## config.mk

```make
export PLATFORM = sky130hd
export DESIGN_NAME = numberle_target_picker
export DESIGN_NICKNAME = d
export VERILOG_FILES = /design/src/rtl/numberle_pkg.sv /design/src/rtl/numberle_draw_strobe.sv /design/src/rtl/numberle_target_picker.sv
export SDC_FILE = /design/constraint.sdc
export NUM_CORES = 1
export LEC_CHECK = 0
export ABC_AREA = 0
export BUFFER_PORTS_ARGS = -buffer_cell sky130_fd_sc_hd__buf_2
export CAP_MARGIN = 20
export CORE_MARGIN = 4
export CORE_UTILIZATION = 40
export CTS_CLUSTER_DIAMETER = 150
export DETAILED_ROUTE_END_ITERATION = 6
export PLACE_DENSITY_LB_ADDON = 0.05
export SKIP_LAST_GASP = 1
export SLEW_MARGIN = 20
export SYNTH_ARGS = -nofsm -noshare
export SYNTH_HDL_FRONTEND = slang
export SYNTH_SLANG_ARGS = --single-unit
```

## constraint.sdc

```tcl
create_clock -name i_Clk -period 1.6 [get_ports i_Clk]
set_input_delay 0.24 -clock i_Clk [delete_from_list [all_inputs] [get_ports i_Clk]]
set_output_delay 0.24 -clock i_Clk [all_outputs]
set_load 0.02 [all_outputs]
```

## src/rtl/numberle_pkg.sv

```systemverilog
// Shared definitions for the Numberle target picker: digit type, FSM encoding
// and the largest legal BCD digit.
package numberle_pkg;

    localparam int NUM_DIGITS_DEF = 4;

    localparam logic [3:0] MAX_DIGIT = 4'd9;

    typedef logic [3:0] bcd_t;

    typedef enum logic [1:0] {
        ST_IDLE = 2'd0,
        ST_DRAW = 2'd1,
        ST_DONE = 2'd2,
        ST_FAIL = 2'd3
    } state_e;

endpackage

```

## src/rtl/numberle_draw_strobe.sv

```systemverilog
// Modulo-DECIM counter that marks the cycle in which a decimated LFSR nibble
// is evaluated; held at zero while i_Clr is high.
module numberle_draw_strobe
    import numberle_pkg::*;
#(
    parameter int DECIM = 4
) (
    input  logic i_Clk,
    input  logic i_Rst,
    input  logic i_Clr,
    output logic o_Strobe
);

    localparam int CNT_W = (DECIM > 1) ? $clog2(DECIM) : 1;
    localparam logic [CNT_W-1:0] CNT_LAST = CNT_W'(DECIM - 1);

    logic [CNT_W-1:0] cnt_q;
    logic [CNT_W-1:0] cnt_d;

    // next count: clear, wrap at DECIM-1, or advance
    always_comb begin
        cnt_d = cnt_q;
        if (i_Clr) begin
            cnt_d = '0;
        end else if (cnt_q == CNT_LAST) begin
            cnt_d = '0;
        end else begin
            cnt_d = cnt_q + CNT_W'(1);
        end
    end

    // counter register
    always_ff @(posedge i_Clk) begin
        if (i_Rst) begin
            cnt_q <= '0;
        end else begin
            cnt_q <= cnt_d;
        end
    end

    assign o_Strobe = ~i_Clr & (cnt_q == CNT_LAST);

endmodule

```

## src/rtl/numberle_target_picker.sv

```systemverilog
// Draws NUM_DIGITS uniform BCD digits from decimated LFSR nibbles by rejection
// sampling. Optional macro NUMBERLE_UNIQUE_DIGITS_EN forbids repeated digits.
module numberle_target_picker
    import numberle_pkg::*;
#(
    parameter int NUM_DIGITS = NUM_DIGITS_DEF,
    parameter int DECIM      = 4,
    parameter int MAX_DRAWS  = 64
) (
    input  logic                    i_Clk,
    input  logic                    i_Rst,
    input  logic [15:0]             i_LFSR_Data,
    input  logic                    i_Req,
    output logic                    o_Busy,
    output logic                    o_Valid,
    output logic                    o_Err,
    output logic [4*NUM_DIGITS-1:0] o_Digits
);

    localparam int DW    = 4 * NUM_DIGITS;
    localparam int IDX_W = $clog2(NUM_DIGITS + 1);
    localparam int DRW_W = $clog2(MAX_DRAWS + 1);

`ifdef NUMBERLE_UNIQUE_DIGITS_EN
    if (NUM_DIGITS > 10) begin : g_bad_num_digits
        $error("NUM_DIGITS must be <= 10 when digits are unique");
    end
`endif

    state_e             state_q, state_d;
    logic [IDX_W-1:0]   idx_q, idx_d;
    logic [DRW_W-1:0]   draws_q, draws_d;
    logic [DW-1:0]      work_q, work_d;
    logic [DW-1:0]      digits_q, digits_d;
    logic               busy_q, busy_d;
    logic               valid_q, valid_d;
    logic               err_q, err_d;
    logic               strobe_s;
    logic               accept_s;
    logic               last_draw_s;
    bcd_t               nib_s;
    logic               unused_lfsr_s;

    assign nib_s         = i_LFSR_Data[3:0];
    assign unused_lfsr_s = ^i_LFSR_Data[15:4];
    assign last_draw_s   = (draws_q == DRW_W'(MAX_DRAWS - 1));

    numberle_draw_strobe #(
        .DECIM (DECIM)
    ) u_strobe (
        .i_Clk    (i_Clk),
        .i_Rst    (i_Rst),
        .i_Clr    (state_q != ST_DRAW),
        .o_Strobe (strobe_s)
    );

`ifdef NUMBERLE_UNIQUE_DIGITS_EN
    logic [9:0] used_q, used_d;

    // a nibble is a valid digit only if it is BCD and not yet drawn
    always_comb begin
        if (nib_s <= MAX_DIGIT) begin
            accept_s = ~used_q[nib_s];
        end else begin
            accept_s = 1'b0;
        end
    end

    // used-digit mask: cleared on request, marked on each accept
    always_comb begin
        used_d = used_q;
        if ((state_q == ST_IDLE) && i_Req) begin
            used_d = '0;
        end else if ((state_q == ST_DRAW) && strobe_s && accept_s) begin
            used_d[nib_s] = 1'b1;
        end else begin
            used_d = used_q;
        end
    end

    // used-digit mask register
    always_ff @(posedge i_Clk) begin
        if (i_Rst) begin
            used_q <= '0;
        end else begin
            used_q <= used_d;
        end
    end
`else
    assign accept_s = (nib_s <= MAX_DIGIT);
`endif

    // FSM next state, working register and registered-output next values
    always_comb begin
        state_d  = state_q;
        idx_d    = idx_q;
        draws_d  = draws_q;
        work_d   = work_q;
        digits_d = digits_q;
        busy_d   = (state_q != ST_IDLE);
        valid_d  = 1'b0;
        err_d    = 1'b0;
        case (state_q)
            ST_IDLE: begin
                if (i_Req) begin
                    state_d = ST_DRAW;
                    idx_d   = '0;
                    draws_d = '0;
                    work_d  = '0;
                end else begin
                    state_d = ST_IDLE;
                end
            end
            ST_DRAW: begin
                if (strobe_s) begin
                    draws_d = draws_q + DRW_W'(1);
                    if (accept_s) begin
                        // shift in so the first drawn digit ends in the MS nibble
                        work_d = DW'({work_q, nib_s});
                        idx_d  = idx_q + IDX_W'(1);
                        if (idx_q == IDX_W'(NUM_DIGITS - 1)) begin
                            state_d = ST_DONE;
                        end else if (last_draw_s) begin
                            state_d = ST_FAIL;
                        end else begin
                            state_d = ST_DRAW;
                        end
                    end else if (last_draw_s) begin
                        state_d = ST_FAIL;
                    end else begin
                        state_d = ST_DRAW;
                    end
                end else begin
                    state_d = ST_DRAW;
                end
            end
            ST_DONE: begin
                digits_d = work_q;
                valid_d  = 1'b1;
                state_d  = ST_IDLE;
            end
            ST_FAIL: begin
                err_d   = 1'b1;
                state_d = ST_IDLE;
            end
            default: begin
                state_d = ST_IDLE;
            end
        endcase
    end

    // state, counters and output registers
    always_ff @(posedge i_Clk) begin
        if (i_Rst) begin
            state_q  <= ST_IDLE;
            idx_q    <= '0;
            draws_q  <= '0;
            work_q   <= '0;
            digits_q <= '0;
            busy_q   <= 1'b0;
            valid_q  <= 1'b0;
            err_q    <= 1'b0;
        end else begin
            state_q  <= state_d;
            idx_q    <= idx_d;
            draws_q  <= draws_d;
            work_q   <= work_d;
            digits_q <= digits_d;
            busy_q   <= busy_d;
            valid_q  <= valid_d;
            err_q    <= err_d;
        end
    end

    assign o_Busy   = busy_q;
    assign o_Valid  = valid_q;
    assign o_Err    = err_q;
    assign o_Digits = digits_q;

endmodule

```

== Yosys cells after proc, flatten, opt, wreduce, memory -nomap -nowiden ==
Index checks and enable logic that the tools add are counted.

* Bits in registers: 49
* Input bits: 19
* Output and inout bits: 19
* Logic and storage cells: 51

* Add/subtract/negate cells: 3
* Magnitude comparators: 1
* Equality and inequality tests: 10
* Muxes and demuxes: 19
* Bitwise gates (word level): 2
* Reductions and logical operators: 7

{| class="wikitable"
|+ Operator list
! kind !! count
|-
| $mux 16 || 3
|-
| $pmux 16 s2 || 1
|-
| $mux 7 || 2
|-
| $pmux 7 s2 || 1
|-
| $mux 3 || 3
|-
| $mux 2 || 4
|-
| $add 7x1->7 const B || 1
|-
| $eq 7x6->1 const B || 1
|-
| $eq 2x2->1 const B || 3
|-
| $ne 2x2->1 const B || 3
|-
| $pmux 2 s3 || 1
|-
| $pmux 3 s2 || 1
|-
| $le 4x4->1 const B || 1
|-
| $reduce_and 4->1 || 1
|-
| $reduce_bool 2->1 || 2
|-
| $add 3x1->3 const B || 1
|-
| $eq 3x2->1 const B || 1
|-
| $mux 1 || 3
|-
| $reduce_and 3->1 || 1
|-
| $reduce_or 3->1 || 1
|-
| $add 2x1->2 const B || 1
|-
| $eq 2x1->1 const B || 1
|-
| $logic_not 2->1 || 1
|-
| $ne 2x1->1 const B || 1
|-
| 3 further kinds || 3
|}

== Logic depth before layout (Yosys ltp) ==
* Depth after elaboration: 6
* Depth in mapped cells: 6
* Mapped depth without buffers: 4

== By module ==
From an unflattened synthesis, not the netlist that was laid out.

* Cell total of the unflattened synthesis: 248
* Area total of the unflattened synthesis: 2140.8 sq um

{| class="wikitable"
|+ By module, submodules not included
! module !! instances !! cells each !! area an instance (sq um) !! sequential area each (sq um)
|-
| numberle_target_picker || 1 || 242 || 2054.5 || 940.9
|-
| numberle_draw_strobe || 1 || 6 || 86.3 || 40.0
|}

== Least setup slack after synthesis ==
OpenSTA, ideal clock, no wires.

* Path type: register to register
* Start: register u_strobe.cnt_q[0]
* End: register draws_q[6]
* Setup time: 74 ps
* Data arrival time: 1383 ps
* Data required time: 1526 ps
* Setup slack: 143 ps
* Stages on the path, launching flop included: 6
* Buffers on the path: 1
* Clock period less this slack: 1457 ps
* Cell sequence: dfxtp_1 -> ha_1 -> mux2i_2 -> clkbuf_1 -> o21ai_0 -> a31oi_1

* Cells in the longest elaborated chain, start to end: 4

{| class="wikitable"
|+ RTL lines
! what !! RTL line !! text
|-
| from (decl) || numberle_draw_strobe.sv:17 || <nowiki>logic [CNT_W-1:0] cnt_q;</nowiki>
|-
| from (signal assigned) || numberle_draw_strobe.sv:37 || <nowiki>cnt_q <= cnt_d;</nowiki>
|-
| $eq 2x2->1 || numberle_draw_strobe.sv:41 || <nowiki>assign o_Strobe = ~i_Clr & (cnt_q == CNT_LAST);</nowiki>
|-
| $and 1x1->1 || numberle_draw_strobe.sv:41 ||
|-
| $ne 2x2->1 (no line) || n/a ||
|-
| $reduce_and 3->1 (no line) || n/a ||
|-
| to (signal assigned) || numberle_target_picker.sv:166 || <nowiki>draws_q <= draws_d;</nowiki>
|-
| to (decl) || numberle_target_picker.sv:32 || <nowiki>logic [DRW_W-1:0] draws_q, draws_d;</nowiki>
|}

No other way between the ends.
A chain may end at the register's enable or synchronous reset.

== Worst setup path after layout ==
Ends and elaborated chain as after synthesis.

==> qor.csv <==
metric,value,unit
numCtsBuffers,5,
avgSynthCellArea,8.38,um^2
critPathKind,flip-flop to flip-flop,
yosysWarnings,0,
drtIter0Drc,143,
layout-area-overhead-vs-synth,21.8,%
fin_crit_sh,0.923,
powerDensity,963,nW/um^2
placed_cells,343,
ys_async_sr_fraction,0,
cts_sinks,49,
place_ws,29.8,ps
synth_flop_cell,dfxtp_1,
hold_class,input port to flip-flop,
arrival,1710,ps
port-buffer-count,25,
rows,26,
max_stage_delay,510,ps
fp.dieH,80.2,um
crit_fanout,7,
hpwl,3.27,mm
grt_start_max_net_pins,23,
coreArea,5070,um^2
end_kind,flip-flop,
holdPathStages,3,
htreeDepth,2,
worst_slack,123,ps
synth_edf_count,0,
wl_per_cell,14.0,um
ir_worst_vdd,0.000451,V
path_cells,"ha_4, buf_6, nand3b_1, or4_1, a31oi_1",
start_util,0.411,
critPathLaunchType,flip-flop,
crit_path_top_delay_cell,or4_1,
fin_cells,352,
syn_inst,249,
clkSlewWorstSetupHoldPaths,100,ps
layout_common_cells,"48 x dfxtp_1, 37 x nand2_1, 32 x nand3_1",
fmax,0.677,GHz
power_leakage,0.937,nW
finalSetupViolations,0,
drv_cap,0,
cp.required,1830,ps
routed_wl,4.93,mm
gp_congestion,0.801,
die_w,80.2,um
diodes,0,
drive_above_1_share,0.220,
grt_pass1_wl,8.32,mm
clk_latency,300,ps
final_common_cell,dfxtp_1,
worst_pin_slew,645,ps
drc,0,
slew_viol_final,0,
grt_use_total,0.163,
grt_pass1_vias,1736,
fin_skew,5.23,ps
hold_viol,0,
rsz0062_at_grt,false,
ctsHoldBuffers,0,
seq_area_frac_synth,0.470,
vias,1860,
dr.pass1.iters,5,
vias_per_cell,5.28,
ios,38,
r2r_cells,5,
synth.cell_area,2090,um^2
ant_nets,0,
status,"complete, no violations",
clockBufferDepth,2,
cts_tree,yes,
ys_types,40,
relSlewSlack,0.570,
antenna_found_initial,0,
ys_ff_latch,49,
syn_nets,272,
fin_nets,304,
cts-root-buf,clkbuf_8,
grt-ovfl-total,0,
dieArea,6430,um^2
period_needed,1480,ps
-- sequential cells by signal, summed over array words and instances, names as in the netlist --
signal / flops
o_Valid: 1
state_q: 2
idx_q: 3
o_Digits: 16
o_Busy: 1
o_Err: 1
u_strobe.cnt_q: 2
work_q: 16
draws_q: 7
-- cells in the mapped netlist, drive strengths merged (2+ instances only) --
cell	number	area (um^2)
dfxtp	49	981
nand2	37	139
nand3	32	160
a21oi	25	125
o21ai	23	115
a31oi	17	106
clkbuf	12	46.3
buf	10	57.6
nor2	5	18.8
ha	4	50.1
or3	4	25.0
nand4b	3	41.3
a311oi	2	17.5
a32oi	2	17.5
and2b	2	15.0
inv	2	7.51
nand2b	2	12.5
or4	2	15.0
-- cell families (layout without fill, tap and decap cells) --
family	Yosys count	after routing	synth area share
adder cells (fa/ha/maj)	4	4	0.0240
AND/OR/NAND/NOR	96	96	0.239
multiplexers	1	1	0.00660
flip-flops	49	49	0.470
buffers and inverters	24	57	0.0534
AO/OA/AOI/OAI	75	75	0.207
-- repair_timing --
| item | in CTS | in global routing |
|---|---|---|
| cloned | 0 | 0 |
| resized for setup | 0 | 7 |
| pin swaps | 0 | 2 |
| setup endpoints to repair | 1 | 18 |
| setup buffers | 0 | 1 |
-- worst paths after layout --
path / endpoint / slack [ps] / start
worst max register to register: draws_q[6] / 120 / u_strobe.cnt_q[0]
worst min-delay path: work_q[0] / 210 / i_LFSR_Data[0]
worst max-delay path: draws_q[6] / 120 / u_strobe.cnt_q[0]
worst min register to register: u_strobe.cnt_q[0] / 440 / u_strobe.cnt_q[0]
-- report_power, final --
group,internal [mW],switching (mW),total [mW]
Sequential,1.22,0.00534,1.23
Combinational,0.0581,0.0922,0.150
Clock,0.630,0.436,1.07
Total,1.91,0.534,2.44
-- final cells by class --
| cell class | count | area, um^2 |
|---|---|---|
| repair buffers | 47 | 307 |
| inverters | 2 | 7.51 |
| flip-flops and latches | 49 | 985 |
| clock inverters | 3 | 68.8 |
| fillers | 520 | 2530 |
| multi-input cells | 176 | 1020 |
| clock buffers | 5 | 68.8 |
| well taps | 70 | 87.6 |
-- per-layer routing --
metal	vias up	track usage	wire length (um)
li1	961	-	-
met1	866	0.217	2400
met2	28	0.265	2330
met3	5	0.0336	139
met4	0	0.0507	60
met5	-	0	0
-- per-stage QoR --
stage	utilization	setup TNS, ps	power, mW	cell area (um^2)	hold slack (ps)
3_3_place_gp	0.466	0	1.40	2360	419
5_1_grt	0.500	0	2.53	2540	200
3_5_place_dp	0.466	0	1.40	2360	425
2_1_floorplan	-	0	1.34	2090	402
4_1_cts	0.493	-4.02	2.47	2500	205
6_report	0.500	0	2.44	2540	209
-- worst max-delay path: cells and delay by family (launching register included) --
kind | cells | cell delay, ps
flip-flops | 1 | 370
adder cells (fa/ha/maj) | 1 | 150
buffers and inverters | 1 | 120
AO/OA/AOI/OAI | 1 | 160
AND/OR/NAND/NOR | 2 | 610
Power figures use the tool's default switching activity.
